--- src/rtl/oflow_score_best_select.sv ---
// Best-match selector for the two-lane oflow_score_calc output stream.
// Tracks the highest-scoring previous-frame id per object and allocates a fresh id below threshold.
module oflow_score_best_select #(
  parameter int SCORE_W = 32,
  parameter int ID_W    = 12,
  parameter int CNT_W   = 8
) (
  input  logic               clk,
  input  logic               reset_N,
  input  logic               in_valid,
  output logic               in_ready,
  input  logic               in_last,
  input  logic               lane0_vld,
  input  logic [SCORE_W-1:0] lane0_score,
  input  logic [ID_W-1:0]    lane0_id,
  input  logic               lane1_vld,
  input  logic [SCORE_W-1:0] lane1_score,
  input  logic [ID_W-1:0]    lane1_id,
  input  logic [SCORE_W-1:0] score_thr,
  output logic               out_valid,
  input  logic               out_ready,
  output logic [ID_W-1:0]    best_id,
  output logic [SCORE_W-1:0] best_score,
  output logic               is_new,
  output logic [CNT_W-1:0]   cand_count
);

  typedef enum logic [1:0] {
    IDLE  = 2'd0,
    ACCUM = 2'd1,
    HOLD  = 2'd2
  } state_t;

  localparam logic [ID_W-1:0]  ID_MAX  = '1;
  localparam logic [ID_W-1:0]  ID_ONE  = {{(ID_W-1){1'b0}}, 1'b1};
  localparam logic [CNT_W-1:0] CNT_MAX = '1;

  state_t             state;
  logic [SCORE_W-1:0] acc_score;
  logic [ID_W-1:0]    acc_id;
  logic [CNT_W-1:0]   acc_cnt;
  logic [ID_W-1:0]    next_new_id;

  logic               accept;
  logic               take0;
  logic               take1;
  logic               have_mid;
  logic [SCORE_W-1:0] mid_score;
  logic [ID_W-1:0]    mid_id;
  logic [SCORE_W-1:0] beat_score;
  logic [ID_W-1:0]    beat_id;
  logic [CNT_W:0]     cnt_sum;
  logic [CNT_W-1:0]   beat_cnt;
  logic               beat_is_new;

  // Ready is suppressed while reset is held so no beat appears accepted during the reset cycle.
  assign in_ready = !reset_N && (state != HOLD);
  assign accept   = in_valid && in_ready;

  // Lane0 is folded in before lane1, and only a strictly greater score displaces the
  // running best, so ties always resolve toward the earliest candidate.
  always_comb begin
    take0       = lane0_vld && ((acc_cnt == '0) || (lane0_score > acc_score));
    mid_score   = take0 ? lane0_score : acc_score;
    mid_id      = take0 ? lane0_id : acc_id;
    have_mid    = (acc_cnt != '0) || lane0_vld;
    take1       = lane1_vld && (!have_mid || (lane1_score > mid_score));
    beat_score  = take1 ? lane1_score : mid_score;
    beat_id     = take1 ? lane1_id : mid_id;
    cnt_sum     = {1'b0, acc_cnt} + {{CNT_W{1'b0}}, lane0_vld} + {{CNT_W{1'b0}}, lane1_vld};
    beat_cnt    = (cnt_sum > {1'b0, CNT_MAX}) ? CNT_MAX : cnt_sum[CNT_W-1:0];
    beat_is_new = (beat_cnt == '0) || (beat_score < score_thr);
  end

  always_ff @(posedge clk) begin
    if (reset_N) begin
      state       <= IDLE;
      acc_score   <= '0;
      acc_id      <= '0;
      acc_cnt     <= '0;
      next_new_id <= ID_ONE;
      out_valid   <= 1'b0;
      best_id     <= '0;
      best_score  <= '0;
      is_new      <= 1'b0;
      cand_count  <= '0;
    end else begin
      case (state)
        IDLE, ACCUM: begin
          if (accept) begin
            if (in_last) begin
              out_valid  <= 1'b1;
              best_score <= beat_score;
              cand_count <= beat_cnt;
              is_new     <= beat_is_new;
              best_id    <= beat_is_new ? next_new_id : beat_id;
              state      <= HOLD;
            end else begin
              acc_score <= beat_score;
              acc_id    <= beat_id;
              acc_cnt   <= beat_cnt;
              state     <= ACCUM;
            end
          end
        end
        HOLD: begin
          // The allocator only advances once a fresh id has actually been handed downstream.
          if (out_ready) begin
            out_valid <= 1'b0;
            acc_score <= '0;
            acc_id    <= '0;
            acc_cnt   <= '0;
            state     <= IDLE;
            if (is_new) begin
              next_new_id <= (next_new_id == ID_MAX) ? ID_ONE : next_new_id + ID_ONE;
            end
          end
        end
        default: state <= IDLE;
      endcase
    end
  end

endmodule

--- config.mk ---
export PLATFORM = sky130hd
export DESIGN_NAME = oflow_score_best_select
export DESIGN_NICKNAME = d
export VERILOG_FILES = /design/src/rtl/oflow_score_best_select.sv
export SDC_FILE = /design/constraint.sdc
export NUM_CORES = 1
export LEC_CHECK = 0
export CORE_MARGIN = 8
export CORE_UTILIZATION = 51
export CTS_CLUSTER_SIZE = 28
export DETAILED_ROUTE_END_ITERATION = 8
export GPL_TIMING_DRIVEN = 1
export PLACE_DENSITY = 0.82
export SYNTH_ARGS = -nofsm -noshare
export SYNTH_HDL_FRONTEND = slang
export SYNTH_SLANG_ARGS = --single-unit
--- constraint.sdc ---
create_clock -name clk -period 12.3 [get_ports clk]
set_input_delay 3.69 -clock clk [delete_from_list [all_inputs] [get_ports clk]]
set_output_delay 3.69 -clock clk [all_outputs]
set_load 0.01 [all_outputs]
## Yosys cells after proc, flatten, opt, wreduce, memory -nomap -nowiden

Index checks and enable logic that the tools add are counted.

- Flip-flop bits (word level): 120
- Bits of input ports: 127
- Output and inout port bits: 55

- $add $sub $neg: 3
- $lt $le $gt $ge: 4
- Equality and inequality tests: 8
- Mux-type cells: 27
- Reduce and logical (&&, ||, !) cells: 21

Operators by type and width:

| operator | number |
|---|---|
| 2-to-1 mux 32 bit | 5 |
| 2-to-1 mux 12 bit | 7 |
| > comparator 32 bit | 2 |
| case mux 32 bit (2 select lines) | 1 |
| less-than comparator 32 bit | 1 |
| 2-to-1 mux 8 bit | 4 |
| case mux 12 bit (2 select lines) | 1 |
| zero test 8 bit | 2 |
| case mux 8 bit (2 select lines) | 1 |
| adder 12 x 1 -> 12 bit (second input constant) | 1 |
| equality test 12 bit (second input constant) | 1 |
| != test 2 bit (second input constant) | 5 |
| adder 8 x 1 -> 9 bit | 1 |
| adder 9 x 1 -> 9 bit | 1 |
| > comparator 9 x 8 -> 1 bit (second input constant) | 1 |
| AND reduction 4 bit | 2 |
| nonzero test 8 bit | 1 |
| 2-to-1 mux 2 bit | 3 |
| AND reduction 3 bit | 2 |
| logical AND 1 bit | 4 |
| logical OR 1 bit | 4 |
| case mux 2 bit (2 select lines) | 1 |
| 2-to-1 mux 1 bit | 3 |
| equality test 2 x 1 -> 1 bit (second input constant) | 1 |
| 7 further kinds | 8 |

## Depth between registers and ports, before layout

- Word-level depth: 11
- Mapped depth: 32
- Mapped depth without buffers: 26

## Least setup slack after synthesis

Ideal clock, no wire load.

- Path kind: input port to flip-flop
- Start: in lane0_score[5]
- End: reg best_id[1]
- Setup time: 0.086 ns
- Data arrival time: 9.770 ns
- Required time: 12.214 ns
- Slack: 2.445 ns
- Stages on the path: 31
- Path buffers: 7
- Path through: ha_1 a21oi_1 o21a_1 nor3_1 o41a_1 o31ai_1 buf_4 buf_4 mux2i_1 ha_1 a21oi_1 nand2_1 a221o_1 o31ai_1 a211o_1 buf_6 clkbuf_1 buf_1 a21oi_1 ha_1 a21oi_1 o21ai_1 a2111oi_0 nand4b_1 a21o_1 o311a_1 o21a_1 buf_6 buf_6 mux2i_1 a211oi_1

- Longest elaborated chain between the ends: 11
- Elaborated cells between the ends (all ways): 13
- Those cells by class: order compare (3); mux (5); reduce/logical (5)

Ends and longest elaborated chain:

| element | RTL line | source |
|---|---|---|
| start: declaration | 14 | `input logic [SCORE_W-1:0] lane0_score,` |
| > comparator 32 bit | 63 | `take0 = lane0_vld && ((acc_cnt == '0) \|\| (lane0_score > acc_score));` |
| logical OR 1 bit | 63 |  |
| logical AND 1 bit | 63 |  |
| 2-to-1 mux 32 bit (*) | 64 | `mid_score = take0 ? lane0_score : acc_score;` |
| > comparator 32 bit | 67 | `take1 = lane1_vld && (!have_mid \|\| (lane1_score > mid_score));` |
| logical OR 1 bit | 67 |  |
| logical AND 1 bit | 67 |  |
| 2-to-1 mux 32 bit (*) | 68 | `beat_score = take1 ? lane1_score : mid_score;` |
| named net beat_score[7] | 50 | `logic [SCORE_W-1:0] beat_score;` |
| less-than comparator 32 bit (*) | 72 | `beat_is_new = (beat_cnt == '0) \|\| (beat_score < score_thr);` |
| logical OR 1 bit (*) | 72 |  |
| 2-to-1 mux 12 bit (*) | 96 | `best_id <= beat_is_new ? next_new_id : beat_id;` |
| end signal: assignment | 96 |  |
| end: declaration | 22 | `output logic [ID_W-1:0] best_id,` |

Mark *: on every way through the listed nets, which the timed path passes. The rest lies on a longest branch.
A chain may end at the register's enable or synchronous reset.

## Worst setup path in the final report

- Start: in lane0_score[27]
- End: reg best_id[10]

The elaborated chain is that of the path after synthesis.

==> out/metrics.cfg <==
[clocking]
postCtsHoldBufs=0
tritoncts=yes
htree_levels=4
cts_made_buffers=17
clk_pin_slew_ns=0.06
ctsRootBufferMaster=clkbuf_16
cts_sinks=120
clk_latency_ns=0.43
clock_path_buffers=2

[synthesis]
synth_nets=1215
ys_warn_count=0
syn_area_per_cell_um2=8.05
async_flop_share=0
yosys.area.top_type_share=0.302
ys_seq_elements=120
synth_area_leaders=dfxtp_1 (30%), ha_1 (15%), mux2i_1 (7.4%)
yosysSeqAreaShare=0.302
synth_cell_types=58
synth_ff_type=dfxtp_1
synth-edff-count=0
syn-cell-area_um2=7970
yosysTopAreaCell=dfxtp_1
syn_inst=990

[finish]
layout_common_cells=clkdlybuf4s50_1 (180), dfxtp_1 (120), nand2_1 (115)
final_area_um2=10500
mostFrequentLayoutCell=clkdlybuf4s50_1
drive_gt1_frac=0.0452
antenna_cells=0
area_growth_pct=31.2
nets=1364

[die]
die_width_um=141
core_um2=15300
die_area_um2=19900
start_util=0.522
ios=182
rows=45
die_height_um=141

[setup_path]
cp.depth=27
critPathLaunchType=primary input
timing.rr.end=best_id[10]
cp_top_family=compound AO/OA/AOI/OAI gates
r2r_setup_slack_ns=4.29
reg2reg_from=acc_score[27]
crit_start=lane0_score[27]
cp_num_buf_inv=2
worst_path_max_delay_cell=a2111oi_0
slowest_delay_ns=0.73
cp_max_fo=45
critPathKind=primary input to register
endpoint=best_id[10]
end_kind=register
crit_required_ns=12.63
crit_arrival_ns=11.65
r2r_cells=27

[sta]
skew_ns=0.00934
rsz0062_at_grt=no
setup_viol_count_final=0
slew_viol_final=0
slew_headroom=0.393
worstMarginPinSlew_ns=0.909
setup_tns_ns=0
finalHoldViolCount=0
fin_crit_ns=11.32
holdWs_ns=0.447
finalCritPeriodShare=0.920
fmaxAchievable_mhz=88.3

[routing]
first_pass_iters=6
wl_um=24900
first_iter_violations=637
routedWlPerCell_um=18.3
vias=7879
final_antenna_net_count=0
drc=0
vias_per_cell=5.78

[placed_design]
portBuffers=181
placed_area_um2=9850
gp_congestion=0.923
dp_hpwl_um=18500

[global_route]
grt_pass1_wl_um=39500
grt_pass1_vias=7797
grt-ovfl-total=0
grt_max_degree=66
grt_usage=0.247
antenna_found_initial=0

[job]
cap_violations=0

[min_path]
hold_start=state[1]
hold_path_class=register to register

[pwr]
power_density_nw_per_um2=118
ir_worst_vdd_mv=0.105
leakage_nw=4.35

[run_status]
outcome=finished, final reports clean

==> metal layers <==
layer / GRT usage / wire length, µm
met5: 0 / 0
met4: 0.112 / 778
met3: 0.0554 / 1800
met2: 0.403 / 11500
met1: 0.306 / 10800
==> what timing repair did <==
action                                  4_1_cts  5_1_grt
buffers inserted                              0        1
endpoints found under the setup margin        0        3
resized for setup                             0        0
hold endpoints to repair                      0        0
==> cell type report <==
cell class,count,area [µm²]
clock buffer,20,457
clock inverter,11,136
fill,1228,4810
inverter,68,255
multi-input combinational,742,5060
sequential,120,2400
tap,211,264
timing repair buffer,190,1870
==> state kept, by name (all words and copies together) (netlist names) <==
signal,count
state,2
out_valid,1
best_id,12
acc_id,12
best_score,32
next_new_id,12
acc_score,32
acc_cnt,8
cand_count,8
is_new,1
==> logic make-up (layout without fill, tap and decap cells) <==
family | after synthesis | after routing | synth area share
AOI/OAI and AO/OA | 225 | 225 | 0.181
buffers and inverters | 128 | 289 | 0.0672
xor gates and xnor gates | 11 | 11 | 0.0121
and+or+nand+nor | 349 | 349 | 0.209
adders and majority gates | 98 | 98 | 0.155
DFF | 120 | 120 | 0.302
muxes | 59 | 59 | 0.0741
==> cells in the mapped netlist (20+ instances only) <==
cell type,instances
a21oi_1,104
a22o_1,32
clkbuf_1,41
dfxtp_1,120
ha_1,97
inv_1,68
mux2i_1,59
nand2_1,115
nand3_1,31
nand3b_1,32
nor2_1,102
o21ai_0,20
==> worst min-delay path by stage <==
| stage | to | slack, ns | cells after the start |
|---|---|---|---|
| finish | state[0] | 0.45 | 1 |
| global placement | state[0] | 0.43 | 1 |
| CTS | state[0] | 0.44 | 1 |
| global route | state[0] | 0.48 | 1 |
| floorplan | state[0] | 0.41 | 1 |
| detailed placement | state[0] | 0.43 | 1 |
==> power by group <==
| group | total (mW) | switching [mW] | internal (mW) | leakage, nW |
|---|---|---|---|---|
| registers | 0.422 | 0.0136 | 0.409 | 0.977 |
| clock network | 0.507 | 0.195 | 0.312 | 0.285 |
| logic | 0.304 | 0.163 | 0.141 | 3.09 |
| total | 1.23 | 0.372 | 0.862 | 4.35 |
==> through the flow <==
stage	total power, mW	utilization	instances	setup slack, ns
final	1.23	0.685	1362	0.979
after global routing	1.29	0.685	1362	0.579
after CTS	1.23	0.684	1361	0.571
after detailed placement	0.728	0.646	1330	0.218
after global placement	0.720	0.646	1330	0.359
after floorplan	0.607	-	990	2.44
Power figures use the tool's default switching activity.
